===== src/rtl/mem_wb_stage.sv =====
// MEM/WB pipeline register: result select, $zero write suppression, stall/flush control.
// Optional retired-instruction counter built only when WB_RETIRE_CNT_EN is defined.
module mem_wb_stage #(
  parameter int unsigned DATA_W = 32,
  parameter int unsigned REG_AW = 5
) (
  input  logic              clk,
  input  logic              rst,
  input  logic              valid_mem,
  input  logic              RegWrite_mem,
  input  logic              MemtoReg_mem,
  input  logic              Jal_mem,
  input  logic [REG_AW-1:0] WriteReg_mem,
  input  logic [DATA_W-1:0] alu_res_mem,
  input  logic [DATA_W-1:0] Dout_mem,
  input  logic [DATA_W-1:0] pc_plus4_mem,
  input  logic              stall_wb,
  input  logic              flush_wb,
  output logic              RegWrite_wb,
  output logic [REG_AW-1:0] WriteReg_wb,
  output logic [DATA_W-1:0] reg_data_wb,
  output logic              valid_wb,
  output logic [31:0]       retire_cnt
);

  localparam logic [REG_AW-1:0] LinkReg = REG_AW'(31);

  logic              valid_q, valid_d;
  logic              we_q, we_d;
  logic [REG_AW-1:0] dest_q, dest_d;
  logic [DATA_W-1:0] data_q, data_d;
  logic [REG_AW-1:0] dest_sel;
  logic [DATA_W-1:0] result_sel;
  logic              load_en;

  assign load_en = !flush_wb && !stall_wb;

  // Jal wins over MemtoReg in the result mux.
  always_comb begin
    dest_sel   = Jal_mem ? LinkReg : WriteReg_mem;
    result_sel = alu_res_mem;
    if (Jal_mem) begin
      result_sel = pc_plus4_mem;
    end else if (MemtoReg_mem) begin
      result_sel = Dout_mem;
    end
  end

  always_comb begin
    valid_d = valid_q;
    we_d    = we_q;
    dest_d  = dest_q;
    data_d  = data_q;
    if (flush_wb) begin
      valid_d = 1'b0;
      we_d    = 1'b0;
      dest_d  = '0;
      data_d  = '0;
    end else if (load_en) begin
      valid_d = valid_mem;
      we_d    = valid_mem && RegWrite_mem && (dest_sel != '0);
      dest_d  = dest_sel;
      data_d  = result_sel;
    end
  end

  always_ff @(posedge clk) begin
    if (rst) begin
      valid_q <= 1'b0;
      we_q    <= 1'b0;
      dest_q  <= '0;
      data_q  <= '0;
    end else begin
      valid_q <= valid_d;
      we_q    <= we_d;
      dest_q  <= dest_d;
      data_q  <= data_d;
    end
  end

  assign valid_wb    = valid_q;
  assign RegWrite_wb = we_q;
  assign WriteReg_wb = dest_q;
  assign reg_data_wb = data_q;

`ifdef WB_RETIRE_CNT_EN
  logic [31:0] retire_cnt_q, retire_cnt_d;

  always_comb begin
    retire_cnt_d = retire_cnt_q;
    if (load_en && valid_mem) begin
      retire_cnt_d = retire_cnt_q + 32'd1;
    end
  end

  always_ff @(posedge clk) begin
    if (rst) begin
      retire_cnt_q <= '0;
    end else begin
      retire_cnt_q <= retire_cnt_d;
    end
  end

  assign retire_cnt = retire_cnt_q;
`else
  assign retire_cnt = '0;
`endif

endmodule


===== config.mk =====
export PLATFORM = sky130hd
export DESIGN_NAME = mem_wb_stage
export DESIGN_NICKNAME = d
export VERILOG_FILES = /design/src/rtl/mem_wb_stage.sv
export SDC_FILE = /design/constraint.sdc
export NUM_CORES = 1
export LEC_CHECK = 0
export CORE_MARGIN = 2
export CORE_UTILIZATION = 34
export CTS_CLUSTER_SIZE = 10
export DETAILED_ROUTE_END_ITERATION = 10
export PLACE_DENSITY = 0.82
export SYNTH_ARGS = -nofsm -noshare
export SYNTH_HDL_FRONTEND = slang
export SYNTH_SLANG_ARGS = --single-unit

===== constraint.sdc =====
create_clock -name clk -period 1.62 [get_ports clk]
set_input_delay 0.405 -clock clk [delete_from_list [all_inputs] [get_ports clk]]
set_output_delay 0.405 -clock clk [all_outputs]
set_load 0.03 [all_outputs]

==> results of run 1 <==
-- per-stage QoR --
step	hold slack (ns)	total power, uW	cells	worst slack (ns)	cell area, sq um
final	0.489	2670	474	0.122	3900
after floorplan	0.544	1510	279	0.275	2430
after global routing	0.510	2800	474	0.0291	3900
after global placement	0.468	1880	466	-0.154	3830
after CTS	0.492	2710	474	0.126	3900
after detailed placement	0.487	1890	466	-0.179	3830
-- synthesized netlist by cell type --
cell type	n	area share, %
or2_1	1	0.27
o211a_1	30	13
or4_1	1	0.32
buf_4	35	11
inv_2	1	0.16
nand2b_1	1	0.27
conb_1	1	0.16
nand3b_1	30	9.7
o22ai_1	2	0.54
mux2i_1	33	14
o21ai_1	4	0.87
buf_6	1	0.49
nor2_1	7	1.1
nor3_1	6	1.3
a21oi_1	30	6.5
buf_2	9	1.9
nand3_1	2	0.43
o31ai_1	1	0.32
clkbuf_1	10	1.6
dfxtp_1	39	34
nor3_2	2	0.87
a211oi_1	2	0.65
-- routing by layer --
metal	wire, um	up-vias	GRT usage [%]
li1	-	1130	-
met1	2540	1074	18.7
met2	3660	111	34.1
met3	645	4	5.33
met4	51	0	4.83
met5	0	-	0
-- area by class of cell --
class	count	area share (%)
Multi-Input combinational cell	184	33.2
Timing Repair Buffer	162	41.1
Inverter	1	0.0962
Sequential cell	39	20.0
Clock inverter	2	0.898
Clock buffer	6	2.12
Tap cell	80	2.57
-- state kept, by name (all words and copies together), names as in the netlist --
signal       count
RegWrite_wb      1
reg_data_wb     32
valid_wb         1
WriteReg_wb      5
-- cells by family after synthesis --
logic type             Yosys count
buffers and inverters           56
muxes                           33
AOI/OAI and AO/OA               69
other                            1
DFF                             39
and+or+nand+nor                 50
-- what timing repair did --
| action | CTS | global route |
|---|---|---|
| gates resized for setup | 39 | 0 |
| hold buffers | 0 | 0 |
| setup endpoints to repair | 39 | 0 |
-- final timing paths --
check	start	endpoint	slack (ns)	depth (start not counted)
setup / recovery	Jal_mem	RegWrite_wb	0.12	4
hold / removal	RegWrite_wb	RegWrite_wb	0.49	2
setup reg to reg	reg_data_wb[31]	reg_data_wb[31]	0.86	2
hold reg to reg	RegWrite_wb	RegWrite_wb	0.49	2
-- power by group through the flow --
stage               clock network [uW]  registers, uW  logic, uW
finish                             838           1030        805
global route                       906           1030        860
CTS                                869           1030        812
detailed placement                   0           1050        840
global placement                     0           1050        829
floorplan                            0           1140        377
-- worst max-delay path, cell delays in order --
cell and delay [ns]:
clkdlybuf4s50_1 0.49, or4_1 0.57, nor3_2 0.12, o31ai_1 0.08
-- cells in the final DEF (no fill, tap or decap) --
cell and n:
buf_12 6, buf_2 1, nand2b_1 1, o22ai_1 2, buf_4 9, o211a_1 30, dfxtp_1 39, or2_1 1
inv_2 1, nand3_1 2, conb_1 32, nand3b_1 30, or4_1 1, o21ai_1 4, mux2i_1 33, nor3_4 1
a21oi_1 30, clkbuf_8 6, clkinv_2 1, o31ai_1 1, dlygate4sd2_1 39, clkdlybuf4s50_1 107, nor2_1 7, nor3_2 1
bufinv_16 1, nor3_1 6, a211oi_1 2
==> results.py, run 1 <==
metrics = {
    "routing": {
        "drt_iter0_markers": 58,
        "post-route-drc-count": 0,
        "firstDrtPassIters": 4,
        "vias_per_cell": 4.89,
        "vias": 2319,
        "detail-route-antenna-nets": 0,
        "wl_per_cell_um": 14.6,
        "totalWireLength_um": 6900,
    },
    "pwr": {
        "comb_power_share_pct": 30.2,
        "switching_power_uw": 758,
        "ir_drop_mv": 0.405,
        "power_density_nw_per_um2": 684,
        "p_seq_share_pct": 38.4,
        "swShare_pct": 28.4,
        "p_int_uw": 1910,
        "leakagePower_uw": 0.00197,
        "pwr-share-clk_pct": 31.4,
    },
    "die": {
        "fp.dieH_um": 86.5,
        "initial_core_util_pct": 34.6,
        "die-area_sq_um": 7480,
        "num_io_pins": 180,
        "die_x_um": 86.5,
        "fp-row-count": 30,
        "core_region_area_sq_um": 6680,
    },
    "clocking": {
        "post_cts_buffers": 0,
        "clk_latency_ns": 0.28,
        "cts_tree": "built",
        "cts_made_buffers": 5,
        "htree_levels": 2,
        "clockBufferDepth": 2,
        "path_clk_slew_ns": 0.08,
        "cts_root_buf": "clkbuf_8",
        "clock-sinks": 39,
    },
    "yosys": {
        "synthSimpleGateAreaFrac_pct": 14.3,
        "synth_compound_area_share_pct": 21.9,
        "ys_warn_count": 0,
        "ys_seq_area_share_pct": 33.8,
        "syn_inst": 248,
        "synth_xor_area_share_pct": 0,
        "synth_fa_ha_area_share_pct": 0,
        "ys_ff_latch": 39,
        "synth_area_sq_um": 2310,
        "synthMuxAreaShare_pct": 14.3,
        "avgSynthCellArea_sq_um": 9.32,
        "synth_top_family_by_area": "compound AO/OA/AOI/OAI gates",
        "netlist-cell-type-count": 22,
    },
    "timing": {
        "tns_ns": 0,
        "final-max-slew-violation-count": 0,
        "fin_crit_sh_pct": 92.5,
        "fmax_mhz": 668,
        "rsz0062_at_grt": "no",
        "finalCriticalPeriod_ns": 1.50,
        "finalClockSkew_ns": 0,
        "hold_viol_final": 0,
        "setup_viol": 0,
    },
    "layout": {
        "layout-drive-gt1-share_pct": 6.85,
        "antennaDiodeCount": 0,
        "postLayoutCoreUtil_pct": 58.4,
        "syn_to_final_growth_pct": 68.7,
        "nets": 502,
        "multiInputGateArea_sq_um": 1290,
        "fill_cells": 618,
        "register_area_sq_um": 781,
    },
    "run": {
        "cap_violations": 0,
    },
    "global_route": {
        "groute.usage.overall_pct": 17.8,
        "grt_start_max_net_pins": 33,
        "grt_pass1_vias": 2267,
        "overflow": 0,
        "grt_pass1_wl_um": 10700,
        "antenna_found_initial": 0,
    },
    "status": {
        "status": "complete, no violations",
    },
    "setup_path": {
        "cp.required_ns": 1.80,
        "cp-end-kind": "flop",
        "crit_fanout": 4,
        "path_class": "input pin to flop",
        "cp.arrival_ns": 1.68,
        "startpoint_type": "input pin",
    },
    "placement": {
        "port_buffers": 147,
        "hpwl_um": 5370,
        "gp_congestion": 0.769,
    },
    "min_path": {
        "hp-class": "flop to flop",
    },
}
(Power assumes the default switching activity.)
==> run 2: changes to the inputs <==
- CORE_UTILIZATION: 34 -> 35
- CTS_BUF_LIST: unset -> sky130_fd_sc_hd__clkbuf_8
- CTS_CLUSTER_SIZE: 10 -> unset
- PLACE_DENSITY: 0.82 -> 0.83
==> results.py, run 2 (synthesized netlist as in run 1, its figures left out) <==
metrics = {
    "routing": {
        "firstDrtPassIters": 4,
        "vias": 2318,
        "wl_per_cell_um": 15.1,
        "drt_iter0_markers": 57,
        "post-route-drc-count": 0,
        "detail-route-antenna-nets": 0,
        "totalWireLength_um": 7070,
        "vias_per_cell": 4.96,
    },
    "die": {
        "num_io_pins": 180,
        "die-area_sq_um": 7270,
        "initial_core_util_pct": 36.2,
        "fp-row-count": 29,
        "fp.dieH_um": 85.3,
        "core_region_area_sq_um": 6390,
        "die_x_um": 85.3,
    },
    "pwr": {
        "leakagePower_uw": 0.00194,
        "p_total_uw": 2430,
        "switching_power_uw": 744,
        "ir_drop_mv": 0.395,
        "power_density_nw_per_um2": 634,
        "swShare_pct": 30.6,
        "p_seq_share_pct": 42.1,
        "pwr-share-clk_pct": 24.9,
        "comb_power_share_pct": 33.0,
        "p_int_uw": 1690,
    },
    "timing": {
        "hold_viol_final": 0,
        "setup_viol": 0,
        "final-max-slew-violation-count": 0,
        "finalClockSkew_ns": 0,
        "rsz0062_at_grt": "no",
        "fmax_mhz": 674,
        "finalCriticalPeriod_ns": 1.48,
        "fin_crit_sh_pct": 91.5,
        "tns_ns": 0,
    },
    "min_path": {
        "whs_endpoint": "RegWrite_wb",
        "min_from": "RegWrite_wb",
        "hold_depth": 2,
        "hp-class": "flop to flop",
    },
    "layout": {
        "final_common_cell": "clkdlybuf4s50_1",
        "largest_reg_flops": 32,
        "stdcell_area_sq_um": 3840,
        "layout-drive-gt1-share_pct": 5.64,
        "syn_to_final_growth_pct": 66.0,
        "layout_common_cells": "107 x clkdlybuf4s50_1, 39 x dfxtp_1, 39 x dlygate4sd2_1, 33 x mux2i_1, 32 x conb_1",
        "nets": 500,
        "antennaDiodeCount": 0,
        "final_cells": 467,
    },
    "setup_path": {
        "crit_slowest_cell": "or4_1",
        "startpoint_type": "input pin",
        "cp.arrival_ns": 1.66,
        "max_stage_delay_ns": 0.57,
        "r2r_slack_ns": 0.87,
        "ff2ff_path_depth": 2,
        "r2r_start": "reg_data_wb[31]",
        "crit_fanout": 4,
        "cp-end-kind": "flop",
        "path_cells": "clkdlybuf4s50_1, or4_1, nor3_2, o31ai_1",
        "r2r_end": "reg_data_wb[31]",
        "path_class": "input pin to flop",
        "cp.required_ns": 1.80,
    },
    "clocking": {
        "clockBufferDepth": 2,
        "cts_resized": 39,
        "path_clk_slew_ns": 0.07,
        "clock-sinks": 39,
        "cts_tree": "built",
        "holdBufCountCts": 0,
        "cts_made_buffers": 5,
        "htree_levels": 2,
        "cts_root_buf": "clkbuf_8",
        "clk_latency_ns": 0.28,
        "post_cts_buffers": 0,
    },
    "global_route": {
        "grt_start_max_net_pins": 35,
        "groute.usage.overall_pct": 19.1,
        "overflow": 0,
        "antenna_found_initial": 0,
        "grt_pass1_vias": 2263,
        "grt_pass1_wl_um": 11100,
    },
    "placement": {
        "hpwl_um": 5240,
        "dp.cells": 461,
        "placed_area_sq_um": 3810,
        "gp_congestion": 0.756,
        "port_buffers": 147,
    },
    "status": {
        "status": "complete, no violations",
    },
    "run": {
        "cap_violations": 0,
    },
}
## run 2: changes by cell type in the layout (fill, tap and decap cells not counted), sizes merged
cell,before,now
buf,16,14
bufinv,1,0
clkbuf,6,5
clkinv,1,0
inv,1,2
## run 2: worst max-delay path by stage
stage | start | end | slack (ns) | depth (start not counted)
after detailed placement | Jal_mem | reg_data_wb[31] | -0.18 | 5
after global placement | Jal_mem | RegWrite_wb | -0.16 | 4
after floorplan | Jal_mem | RegWrite_wb | 0.28 | 4
after global routing | Jal_mem | RegWrite_wb | 0.02 | 4
after CTS | Jal_mem | reg_data_wb[31] | 0.14 | 5
final | Jal_mem | RegWrite_wb | 0.14 | 4
## run 2: layout make-up
type / instances / area, sq um
multi-input cells: 184 / 1290
clock inverters: 1 / 3.75
flip-flops and latches: 39 / 781
fillers: 595 / 2550
well taps: 77 / 96.3
repair buffers: 160 / 1590
clock buffers: 5 / 68.8
inverters: 1 / 3.75
## run 2: critical path: cells and delay by family
| kind | cells | cell delay [ns] |
|---|---|---|
| and+or+nand+nor | 2 | 0.69 |
| buffers and inverters | 1 | 0.48 |
| AOI/OAI and AO/OA | 1 | 0.08 |
## run 2: stage by stage
step / setup WS, ns / util (%) / hold WS (ns)
after floorplan: 0.275 / - / 0.544
after global placement: -0.156 / 59.7 / 0.477
after detailed placement: -0.178 / 59.7 / 0.462
after CTS: 0.139 / 60.1 / 0.469
after global routing: 0.0214 / 60.1 / 0.503
final: 0.137 / 60.1 / 0.463
## run 2: power by group through the flow
stage,clock [uW],sequential [uW],combinational (uW)
after detailed placement,0,1050,836
after global placement,0,1050,825
after global routing,673,1030,858
after CTS,635,1030,807
after floorplan,0,1140,377
final,606,1030,803
## run 2: routing by layer
metal	up-vias	GRT usage, %	wire length [um]
met5	-	0	0
met3	7	6.23	658
met4	0	4.76	67
met2	118	34.9	3710
li1	1125	-	-
met1	1068	21.4	2640
==> run 3: changes to the inputs <==
- TNS_END_PERCENT: unset -> 100
==> results of run 3 <==
Same layout as run 2: the final DEF is identical, and so are final timing and power.
